==> config.mk <==
export PLATFORM = sky130hd
export DESIGN_NAME = inst_encoder
export DESIGN_NICKNAME = d
export VERILOG_FILES = /design/src/rtl/inst_encoder.sv
export SDC_FILE = /design/constraint.sdc
export NUM_CORES = 1
export LEC_CHECK = 0
export CAP_MARGIN = 10
export CORE_MARGIN = 2
export CORE_UTILIZATION = 25
export DETAILED_ROUTE_END_ITERATION = 6
export PLACE_DENSITY = 0.59
export SLEW_MARGIN = 40
export SYNTH_ARGS = -nofsm -noshare
export SYNTH_HDL_FRONTEND = slang
export SYNTH_SLANG_ARGS = --single-unit
export TNS_END_PERCENT = 50
==> constraint.sdc <==
create_clock -name clk -period 3.2 [get_ports clk]
set_input_delay 0.96 -clock clk [delete_from_list [all_inputs] [get_ports clk]]
set_output_delay 0.96 -clock clk [all_outputs]
set_load 0.02 [all_outputs]
==> src/rtl/inst_encoder.sv <==
// MIPS32 instruction encoder: packs R/I/J field bundles into words and streams
// them to the imem write port at consecutive word addresses.
module inst_encoder #(
    parameter int unsigned W         = 32,
    parameter int unsigned AW        = 8,
    parameter int unsigned DEPTH     = 256,
    parameter int unsigned BASE_ADDR = 0
) (
    input  logic          clk,
    input  logic          rst,
    input  logic          Start,
    input  logic          Finish,
    input  logic          InValid,
    output logic          InReady,
    input  logic [1:0]    Fmt,
    input  logic [5:0]    OpCode,
    input  logic [4:0]    Rs,
    input  logic [4:0]    Rt,
    input  logic [4:0]    Rd,
    input  logic [4:0]    Shamt,
    input  logic [5:0]    Funct,
    input  logic [15:0]   Imm,
    input  logic [25:0]   Addr,
    output logic          WrEn,
    input  logic          WrReady,
    output logic [AW-1:0] WrAddr,
    output logic [W-1:0]  WrData,
    output logic [AW:0]   Count,
    output logic          Busy,
    output logic          Done,
    output logic          Err
);

    localparam int unsigned CW = AW + 1;
    localparam int unsigned SW = AW + 2;

    typedef enum logic [1:0] {
        ST_IDLE,
        ST_LOAD,
        ST_DONE
    } state_t;

    state_t       state;
    logic         fin_pend;
    logic [W-1:0] pack_word;
    logic         legal;
    logic         fin_any;
    logic         room;
    logic         accept;
    logic         wr_done;

    // Field packing, same bit layout the decode stage splits on
    always_comb begin
        pack_word = '0;
        case (Fmt)
            2'b00:   pack_word = W'({OpCode, Rs, Rt, Rd, Shamt, Funct});
            2'b01:   pack_word = W'({OpCode, Rs, Rt, Imm});
            2'b10:   pack_word = W'({OpCode, Addr});
            default: pack_word = '0;
        endcase
    end

    assign legal   = (Fmt != 2'b11);
    assign fin_any = Finish | fin_pend;
    // Words already written plus the one held in the output register
    assign room    = (SW'(Count) + SW'(WrEn)) < SW'(DEPTH);
    assign Busy    = (state == ST_LOAD);
    assign Done    = (state == ST_DONE);
    assign InReady = Busy & ~fin_any & room & (~WrEn | WrReady);
    assign accept  = InValid & InReady;
    assign wr_done = WrEn & WrReady;

    always_ff @(posedge clk) begin
        if (rst) begin
            state    <= ST_IDLE;
            fin_pend <= 1'b0;
            WrEn     <= 1'b0;
            WrAddr   <= AW'(BASE_ADDR);
            WrData   <= '0;
            Count    <= '0;
            Err      <= 1'b0;
        end else if (Start) begin
            // Restart from any state; a held word is discarded
            state    <= ST_LOAD;
            fin_pend <= 1'b0;
            WrEn     <= 1'b0;
            WrAddr   <= AW'(BASE_ADDR);
            WrData   <= '0;
            Count    <= '0;
            Err      <= 1'b0;
        end else begin
            Err <= 1'b0;
            case (state)
                ST_LOAD: begin
                    if (wr_done) begin
                        Count  <= Count + CW'(1);
                        WrAddr <= WrAddr + AW'(1);
                    end
                    if (accept && legal) begin
                        WrEn   <= 1'b1;
                        WrData <= pack_word;
                    end else if (wr_done) begin
                        WrEn <= 1'b0;
                    end
                    if (accept && !legal) begin
                        Err <= 1'b1;
                    end
                    if (wr_done && ((Count + CW'(1)) == CW'(DEPTH))) begin
                        state    <= ST_DONE;
                        fin_pend <= 1'b0;
                    end else if (fin_any) begin
                        // Finish waits for the output register to drain
                        if (!WrEn || wr_done) begin
                            state    <= ST_DONE;
                            fin_pend <= 1'b0;
                        end else begin
                            fin_pend <= 1'b1;
                        end
                    end
                end
                default: begin
                end
            endcase
        end
    end

endmodule

Yosys cells after proc, flatten, opt, wreduce, memory -nomap -nowiden
Cells that the tools add are included.
{ "classes": {"add_sub_neg": 3, "n_lt_le_gt_ge": 1, "eq_ne": 6, "n_mux": 12, "bitwise_logic": 10, "reduce_logical": 21} }
{ "op_table": {"columns": ["op", "n"], "rows": [
  ["32-bit one-hot mux with 3 select lines", 1],
  ["9-bit by 1-bit adder with 10-bit output", 1],
  ["10-bit by 9-bit < comparator with 1-bit output, second input constant", 1],
  ["9-bit by 1-bit adder with 9-bit output, second input constant", 1],
  ["9-bit equality test, second input constant", 1],
  ["8-bit by 1-bit adder with 8-bit output, second input constant", 1],
  ["1-bit two-way mux", 8],
  ["2-bit AND reduction", 4],
  ["2-bit nonzero test", 4],
  ["2-bit two-way mux", 3],
  ["3-bit AND reduction", 2],
  ["3-bit nonzero test", 2],
  ["1-bit AND", 5],
  ["2-bit by 1-bit equality test with 1-bit output, second input constant", 2],
  ["2-bit equality test, second input constant", 2],
  ["1-bit logical AND", 3],
  ["1-bit NOT", 3],
  ["3-bit OR reduction", 1],
  ["1-bit logical NOT", 2],
  ["2-bit logical NOT", 1],
  ["2-bit != test, second input constant", 1],
  ["1-bit bitwise OR", 2],
  ["2-bit OR reduction", 1],
  ["1-bit logical OR", 1]
]} }
{ "word_totals": {"regBits": 54, "in_bits": 82, "out_inout_bits": 54, "elab_cells": 61} }

Longest topological paths before layout
Gate-level depths: netlist of the first run.
{ "depth": {"depth_word": 9, "ltp_mapped": 8, "mapped_depth_nobuf": 6} }

Worst setup path before layout of the first run
OpenSTA, ideal clock, no wires.
{ "synth_path": {"path_kind": "input port to output port", "startpoint": "input port Finish", "endpoint": "output port InReady", "t_arrival_ns": 1.815, "t_required_ns": 2.240, "path_slack_ns": 0.425, "path_stages": 2, "n_path_buf": 0, "cell_sequence": "or3_4 > nor3_1"} }
{ "synth_between": {"elab_chain_cells": 5} }
{ "synth_rtl": {"columns": ["item", "line_no", "text"], "rows": [
  ["from (decl)", "12", "input logic Finish,"],
  ["1-bit bitwise OR", "64", "assign fin_any = Finish | fin_pend;"],
  ["1-bit NOT", "69", "assign InReady = Busy & ~fin_any & room & (~WrEn | WrReady);"],
  ["1-bit AND (3 in series)", "69", null],
  ["to (decl)", "14", "output logic InReady,"]
]} }
No other way between the ends.

Worst setup path after layout of the first run
Same ends and word-level chain as after synthesis.

==> flow_summary.json, run 1 <==
{
  "post_cts_buffers": 0,
  "grt_pass1_wl_um": 11900,
  "critPathMaxFanout": 2,
  "arrival_ps": 2150,
  "dp_hpwl_um": 5870,
  "hold_ws_ps": 503,
  "postSynth.asyncResetShare_pct": 0,
  "gr-usage-all-layers_pct": 12.5,
  "netlist_area_sq_mm": 0.00275,
  "placementRows": 38,
  "first_pass_iters": 4,
  "path_clk_slew_ps": 100,
  "post_drt_wl_per_cell_um": 13.1,
  "htreeDepth": 2,
  "numPortBuffers": 135,
  "required_ps": 2240,
  "die_y_um": 109,
  "finalCritPeriodShare_pct": 97.2,
  "cts_buffer_depth": 2,
  "tns_ps": 0,
  "worstMarginPinSlew_ps": 569,
  "period_minus_slack_ps": 3110,
  "die-area_sq_mm": 0.0119,
  "status": "complete, no violations",
  "n_antenna_cell": 0,
  "postCtsHoldBufs": 0,
  "worstSetupPathType": "primary input to output port",
  "die_w_um": 109,
  "syn2layout_area_growth_pct": 58.7,
  "peakVddDrop_mv": 0.171,
  "viasPerCell": 4.51,
  "cts_buffers": 5,
  "dp_cells": 582,
  "synth-seq-cells": 54,
  "relSlewSlack_pct": 61.4,
  "cap_viol_max_count": 0,
  "synth.yosys.seq_area_share_pct": 39.3,
  "vias": 2658,
  "wl_um": 7740,
  "start_kind": "primary input",
  "grt_max_degree": 56,
  "setup.worst_path.end_class": "output port",
  "clockRootBuffer": "clkbuf_8",
  "max_freq_ghz": 0.322,
  "drv_slew": 0,
  "cpPeakStageDelay_ps": 430,
  "nNetsFinal": 534,
  "synth_cells": 316,
  "total_leakage_power_nw": 1.47,
  "syn_nets": 401,
  "clk_latency_ps": 300,
  "drive_above_1_share_pct": 10.0,
  "setup_viol": 0,
  "cp_slowest_cell": "clkdlybuf4s50_1",
  "fin_skew_ps": 4.64,
  "ys_types": 43,
  "grt_pass1_vias": 2515,
  "drtIter0Drc": 73,
  "hold_class": "flop to flop",
  "ys_warn_count": 0,
  "ios": 136,
  "drc": 0,
  "avgSynthCellArea_sq_um": 8.71,
  "path_cells": "clkdlybuf4s50_1 -> or3_4 -> nor3_2 -> clkdlybuf4s15_2",
  "rsz0062_at_grt": "no",
  "initial_core_util_pct": 25.5,
  "synth_edf_count": 0,
  "synthFlopType": "dfxtp_1",
  "hold_viol": 0,
  "dp_worst_setup_slack_ps": -330,
  "ant_nets": 0,
  "grt_overflow": 0,
  "layout_setup_ws_ps": 90.1,
  "finalNonFillerCells": 590,
  "core-area_sq_mm": 0.0108,
  "gp_congestion": 0.767,
  "grt_antenna_before_repair": 0,
  "tritoncts": "built",
  "cts.sinks": 54,
  "power.density_mw_per_mm2": 301
}
## layout by cell type, fill, tap and decap left out, drive strengths merged, types with 10 or more instances in the layout
master,netlist,final
clkdlybuf4s50,0,134
nor2,72,72
dfxtp,54,54
a21oi,32,32
a211oi,26,26
mux2i,22,22
buf,11,13
nand2,12,12
nor2b,12,12
xor2,10,10
## through the flow
stage | util [%] | power, mW | instance area, sq um
6_report | 40.5 | 1.32 | 4370
4_1_cts | 40.4 | 1.35 | 4360
2_1_floorplan | - | 0.800 | 2750
5_1_grt | 40.5 | 1.39 | 4370
3_5_place_dp | 39.6 | 0.942 | 4270
3_3_place_gp | 39.6 | 0.941 | 4270
## final cells by class
type	instances	area, sq um
Clock buffer	7	86.3
Clock inverter	1	5.00
Fill cell	1099	6420
Inverter	3	11.3
Multi-Input combinational cell	237	1540
Sequential cell	54	1080
Tap cell	140	175
Timing Repair Buffer	148	1480
## flip-flops by register name (all words and copies together) (netlist names)
| signal | cells |
|---|---|
| WrData | 32 |
| Count | 9 |
| WrAddr | 8 |
| state | 2 |
| Err | 1 |
| WrEn | 1 |
| fin_pend | 1 |
## per-layer routing
layer	GRT usage (%)	up-vias	wire, um
li1	-	1360	-
met1	14.9	1200	3370
met2	21.7	92	3470
met3	4.54	6	846
met4	2.47	0	53
met5	0	-	0
## timing repair
item / in CTS / in global routing
endpoints found under the hold margin: 0 / 0
endpoints found under the setup margin: 1 / 1
gates resized for setup: 4 / 1
## kinds of logic after synthesis
kind of cell             count (synthesis)  synth area share (%)
buffers and inverters                   25                  5.14
XOR/XNOR                                15                  4.77
AO/OA/AOI/OAI                           65                  17.7
multiplexers                            24                  8.82
adder cells (fa/ha/maj)                  3                  1.36
flip-flops                              54                  39.3
AND/OR/NAND/NOR                        130                  22.9
## path summary, 6_finish.rpt
path | startpoint | endpoint | slack (ps) | cells after the start
min | WrData[17]$_SDFFE_PP0P_ | WrData[17]$_SDFFE_PP0P_ | 500 | 2
min reg2reg | WrData[17]$_SDFFE_PP0P_ | WrData[17]$_SDFFE_PP0P_ | 500 | 2
max reg2reg | Count[0]$_SDFFE_PP0P_ | fin_pend$_SDFFE_PP0P_ | 1110 | 6
max | Finish | InReady | 90 | 4
## worst max-delay path: cells and delay by family
family | cells | cell delay [ps]
buffers and inverters | 2 | 710
AND/OR/NAND/NOR | 2 | 470
## cells in the mapped netlist (all sizes together), types with 2 or more instances
library cell,instances,share of area (%)
a211oi,26,9.3
a21oi,32,6.0
and3,2,0.45
buf,11,3.2
clkbuf,11,1.5
dfxtp,54,39
ha,3,1.4
inv,3,0.41
mux2,2,0.82
mux2i,22,8.0
nand2,12,1.6
nand2b,2,0.45
nand3,6,1.1
nand4,7,1.6
nor2,72,9.9
nor2b,12,2.7
nor3,5,1.1
nor3b,2,0.55
nor4,2,1.0
o21ai,2,0.77
or3,3,0.86
xnor2,5,1.6
xor2,10,3.2
## report_power, final
| group | internal, mW | switching (mW) |
|---|---|---|
| clock | 0.175 | 0.217 |
| combinational | 0.144 | 0.0985 |
| sequential | 0.677 | 0.00482 |
(Power assumes the default switching activity.)
==> run 2, diff against run 1 <==
--- a/config.mk
+++ b/config.mk
@@ -9,7 +9,8 @@
 export CORE_MARGIN = 2
 export CORE_UTILIZATION = 25
 export DETAILED_ROUTE_END_ITERATION = 6
-export PLACE_DENSITY = 0.59
+export DONT_BUFFER_PORTS = 1
+export PLACE_DENSITY = 0.43
 export SLEW_MARGIN = 40
 export SYNTH_ARGS = -nofsm -noshare
 export SYNTH_HDL_FRONTEND = slang
==> run 2 against run 1 <==
Against the previous run:
- global-route usage shrank 1.4 points
- die area unchanged
- power shrank 4.7%
- clock skew rose by 1.5 ps
- critical endpoint unchanged
==> flow_summary.json, run 2 (synthesis results as in run 1) <==
{
  "final_common_cell": "nor2_1",
  "fin_skew_ps": 6.14,
  "grt_max_degree": 55,
  "r2r_end": "fin_pend$_SDFFE_PP0P_",
  "total_leakage_power_nw": 0.944,
  "grt_pass1_wl_um": 10300,
  "setup_viol": 0,
  "start_kind": "flop",
  "first_pass_iters": 4,
  "cts.sinks": 54,
  "cap_viol_max_count": 0,
  "postCtsHoldBufs": 0,
  "required_ps": 2240,
  "largest_reg_flops": 32,
  "wl_um": 6810,
  "drive_above_1_share_pct": 11.7,
  "reg2regPathDepth": 6,
  "finalNonFillerCells": 449,
  "placementRows": 38,
  "ctsResizeCount": 0,
  "htreeDepth": 2,
  "path_cells": "nand4_1 -> nor3_2 -> nor3_1 -> buf_4",
  "hold_class": "flop to flop",
  "viasPerCell": 4.81,
  "setup.worst_path.end_class": "output port",
  "cts_buffer_depth": 2,
  "ios": 136,
  "reg.largest.list": "WrData: 32 flops, Count: 9 flops, WrAddr: 8 flops",
  "gp_congestion": 0.744,
  "rsz0062_at_grt": "no",
  "tns_ps": 0,
  "max_freq_ghz": 0.365,
  "worstMarginPinSlew_ps": 714,
  "power.total_mw": 1.26,
  "die_y_um": 109,
  "power.density_mw_per_mm2": 421,
  "n_fill_cell": 1145,
  "post_drt_wl_per_cell_um": 15.2,
  "drc": 0,
  "dp_hpwl_um": 4890,
  "grt_overflow": 0,
  "path_clk_slew_ps": 100,
  "cp-endpoint": "InReady",
  "die_w_um": 109,
  "vias": 2160,
  "worstSetupPathType": "flop to output port",
  "peakVddDrop_mv": 0.192,
  "syn2layout_area_growth_pct": 8.32,
  "cpPeakStageDelay_ps": 600,
  "cts_buffers": 5,
  "r2r_slack_ps": 930,
  "ant_nets": 0,
  "layout_common_cells": "71 x nor2_1, 54 x dfxtp_1, 31 x a21oi_1",
  "max_flop_register": "WrData",
  "status": "complete, no violations",
  "die-area_sq_mm": 0.0119,
  "n_antenna_cell": 0,
  "dp_cells": 441,
  "core-area_sq_mm": 0.0108,
  "startpoint": "Count[2]$_SDFFE_PP0P_",
  "gr-usage-all-layers_pct": 11.1,
  "finalCritPeriodShare_pct": 85.5,
  "clockRootBuffer": "clkbuf_8",
  "drv_slew": 0,
  "relSlewSlack_pct": 52.3,
  "arrival_ps": 1780,
  "nNetsFinal": 393,
  "grt_antenna_before_repair": 0,
  "period_minus_slack_ps": 2740,
  "r2r-start": "Count[0]$_SDFFE_PP0P_",
  "hold_viol": 0,
  "drtIter0Drc": 101,
  "post_cts_buffers": 0,
  "tritoncts": "built",
  "critPathMaxFanout": 8,
  "numPortBuffers": 0,
  "grt_pass1_vias": 2097,
  "initial_core_util_pct": 25.5,
  "clk_latency_ps": 310,
  "cp_slowest_cell": "dfxtp_1"
}
run 2: worst max-delay path, delay by kind of cell (launching register included):
kind | cells | cell delay [ps]
buffers and inverters | 1 | 170
flip-flops | 1 | 600
AND/OR/NAND/NOR | 3 | 690
run 2: layer usage:
layer | global-route usage, % | share of wire (%) | vias up | routed length (um)
li1 | - | - | 1084 | -
met1 | 12.6 | 42 | 969 | 2840
met2 | 19.6 | 46 | 100 | 3160
met5 | 0 | 0 | - | 0
met3 | 4.36 | 11 | 7 | 733
met4 | 2.84 | 1.1 | 0 | 75
run 2: worst min-delay path by stage:
stage	cells past startpoint	startpoint	end	slack, ps
after floorplan	2	state[1]$_SDFFE_PP0P_	state[1]$_SDFFE_PP0P_	490
after global placement	2	state[1]$_SDFFE_PP0P_	state[1]$_SDFFE_PP0P_	540
after detailed placement	2	state[1]$_SDFFE_PP0P_	state[1]$_SDFFE_PP0P_	540
after CTS	2	state[1]$_SDFFE_PP0P_	state[1]$_SDFFE_PP0P_	550
after global routing	2	state[1]$_SDFFE_PP0P_	state[1]$_SDFFE_PP0P_	590
final	2	state[1]$_SDFFE_PP0P_	state[1]$_SDFFE_PP0P_	550
run 2: where the power goes:
group / switching [mW] / internal (mW) / leakage [nW]
registers: 0.0100 / 0.677 / 0.435
logic: 0.0626 / 0.0440 / 0.456
clock network: 0.227 / 0.235 / 0.0524
total: 0.299 / 0.956 / 0.944
run 2: cell type report:
cell class                      instances  area (sq um)  share of cell area [%]
Multi-Input combinational cell        237          1530                    51.3
Clock buffer                            7          76.3                    2.56
Tap cell                              140           175                    5.87
Sequential cell                        54          1080                    36.3
Clock inverter                          1          30.0                    1.01
Inverter                                3          11.3                   0.378
Timing Repair Buffer                    7          77.6                    2.60
run 2: per-stage QoR:
step | cell area [sq um] | util (%) | setup WS, ps | hold WS (ps)
after detailed placement | 2880 | 26.6 | 621 | 537
after global routing | 2980 | 27.6 | 299 | 593
after global placement | 2880 | 26.6 | 637 | 542
final | 2980 | 27.6 | 463 | 551
after floorplan | 2750 | - | 425 | 490
after CTS | 2980 | 27.6 | 422 | 553
==> run 3, diff against run 2 <==
--- a/config.mk
+++ b/config.mk
@@ -7,10 +7,11 @@
 export LEC_CHECK = 0
 export CAP_MARGIN = 10
 export CORE_MARGIN = 2
-export CORE_UTILIZATION = 25
+export CORE_UTILIZATION = 46
 export DETAILED_ROUTE_END_ITERATION = 6
 export DONT_BUFFER_PORTS = 1
-export PLACE_DENSITY = 0.43
+export PLACE_DENSITY = 0.59
+export RECOVER_POWER = 25
 export SLEW_MARGIN = 40
 export SYNTH_ARGS = -nofsm -noshare
 export SYNTH_HDL_FRONTEND = slang
==> run 3 against run 2 <==
Against the previous run:
- the flow now finishes with violations (capacitance limit, slew limit)
- critical path type unchanged
- sequential power about the same
- final area down 3.9%
- count of clock-buffer cells in the layout decreased by 2
- highest routed layer unchanged
- clock power decreased by 13%
- die area shrank 44%
- clock skew is 3.5 ps higher
==> flow_summary.json, run 3 (synthesis results as in run 1) <==
{
  "finalCritPeriodShare_pct": 85.3,
  "gr-usage-all-layers_pct": 16.5,
  "cts.sinks": 54,
  "final_common_cell": "nor2_1",
  "startpoint": "Count[0]$_SDFFE_PP0P_",
  "syn2layout_area_growth_pct": 4.05,
  "postCtsHoldBufs": 0,
  "post_drt_wl_per_cell_um": 15.5,
  "initial_core_util_pct": 47.0,
  "min_to": "state[1]$_SDFFE_PP0P_",
  "wl_um": 5910,
  "grt_antenna_before_repair": 0,
  "post_cts_buffers": 0,
  "r2r_slack_ps": 920,
  "ctsResizeCount": 0,
  "vias": 2185,
  "cts_buffers": 5,
  "max_flop_register": "WrData",
  "cpPeakStageDelay_ps": 600,
  "period_minus_slack_ps": 2730,
  "htreeDepth": 2,
  "path_cells": "nand4_1 -> nor3_2 -> nor3_1 -> buf_4",
  "numPortBuffers": 0,
  "p_seq_share_pct": 57.7,
  "cp_slowest_cell": "dfxtp_1",
  "grt_overflow": 0,
  "hold-path-cell-count": 2,
  "cts_buffer_depth": 2,
  "clk_latency_ps": 310,
  "placementRows": 28,
  "dp_hpwl_um": 4250,
  "drtIter0Drc": 63,
  "drive_above_1_share_pct": 11.4,
  "worstSetupPathType": "flop to output port",
  "n_fill_cell": 570,
  "viasPerCell": 5.72,
  "grt_pass1_wl_um": 8480,
  "combPwrFrac_pct": 8.6,
  "relSlewSlack_pct": -29.2,
  "nNetsFinal": 391,
  "grt_max_degree": 58,
  "switching_share_pct": 26.0,
  "gp_congestion": 0.813,
  "first_pass_iters": 4,
  "die-area_sq_mm": 0.00662,
  "clockPowerShare_pct": 33.8,
  "worstMarginPinSlew_ps": 1940,
  "arrival_ps": 1770,
  "setup_viol": 0,
  "status": "finished with violations",
  "start_kind": "flop",
  "rsz0062_at_grt": "no",
  "hold_ws_ps": 544,
  "clockRootBuffer": "clkbuf_8",
  "reg2regPathDepth": 6,
  "fin_skew_ps": 9.68,
  "r2r-start": "Count[0]$_SDFFE_PP0P_",
  "die_w_um": 81.4,
  "grt_pass1_vias": 1789,
  "critPathMaxFanout": 7,
  "drv_slew": 51,
  "setup.worst_path.end_class": "output port",
  "path_buf_inv": 1,
  "crit_family": "simple AND/OR/NAND/NOR gates",
  "tritoncts": "built",
  "hold_start": "state[1]$_SDFFE_PP0P_",
  "hold_class": "flop to flop",
  "required_ps": 2240,
  "layout_common_cells": "71 x nor2_1, 54 x dfxtp_1, 31 x a21oi_1",
  "ant_nets": 0,
  "tns_ps": 0,
  "core-area_sq_mm": 0.00585,
  "power.density_mw_per_mm2": 416,
  "drc": 0,
  "die_y_um": 81.4,
  "reg.largest.list": "WrData: 32 flops, Count: 9 flops, WrAddr: 8 flops",
  "largest_reg_flops": 32,
  "total_leakage_power_nw": 0.924,
  "p_int_uw": 882,
  "finish.utilization_pct": 49.0,
  "switchingPower_uw": 310,
  "peakVddDrop_mv": 0.207,
  "hold_viol": 0,
  "n_antenna_cell": 0,
  "violations": "capacitance limit, slew limit",
  "max_freq_ghz": 0.366,
  "r2r_end": "state[1]$_SDFFE_PP0P_",
  "ios": 136,
  "cap_viol_max_count": 1,
  "path_clk_slew_ps": 110
}
==> run 3: through the flow <==
| step | area (sq um) | setup slack, ps | total power, mW | std cells |
|---|---|---|---|---|
| 4_1_cts | 2870 | 445 | 1.21 | 382 |
| 3_5_place_dp | 2770 | 640 | 0.806 | 374 |
| 3_3_place_gp | 2770 | 636 | 0.805 | 374 |
| 6_report | 2860 | 469 | 1.19 | 382 |
| 5_1_grt | 2860 | 287 | 1.25 | 382 |
| 2_1_floorplan | 2750 | 425 | 0.800 | 316 |
==> run 3: worst max-delay path by stage <==
stage / end / slack (ps) / depth (start not counted)
finish: InReady / 470 / 4
global placement: InReady / 640 / 3
detailed placement: InReady / 640 / 3
floorplan: InReady / 420 / 2
global route: InReady / 290 / 4
CTS: InReady / 440 / 4
==> run 3: layer usage <==
metal	vias to the layer above	global-route usage, %	routed length, um
met5	-	0	0
met4	0	4.92	63
met3	6	5.78	602
met2	91	28.0	2830
met1	1006	19.5	2420
li1	1082	-	-
==> run 3: final cells by class <==
cell class / instances / area [sq um] / share of cell area (%)
multi-input cells: 237 / 1530 / 53.4
flip-flops and latches: 54 / 1080 / 37.7
clock buffers: 5 / 68.8 / 2.40
inverters: 3 / 11.3 / 0.393
repair buffers: 5 / 50.0 / 1.75
well taps: 75 / 93.8 / 3.28
clock inverters: 3 / 28.8 / 1.00
==> run 3: worst min-delay path, cell delays in order, from the launching register on <==
cell      delay, ps
dfxtp_1         360
inv_1            90
a221oi_2         60
==> run 3: power groups by stage <==
stage / Combinational (mW) / Sequential, mW / Clock, mW
6_report: 0.102 / 0.687 / 0.403
5_1_grt: 0.114 / 0.688 / 0.446
4_1_cts: 0.104 / 0.687 / 0.421
3_5_place_dp: 0.104 / 0.703 / 0
3_3_place_gp: 0.102 / 0.703 / 0
2_1_floorplan: 0.0989 / 0.701 / 0
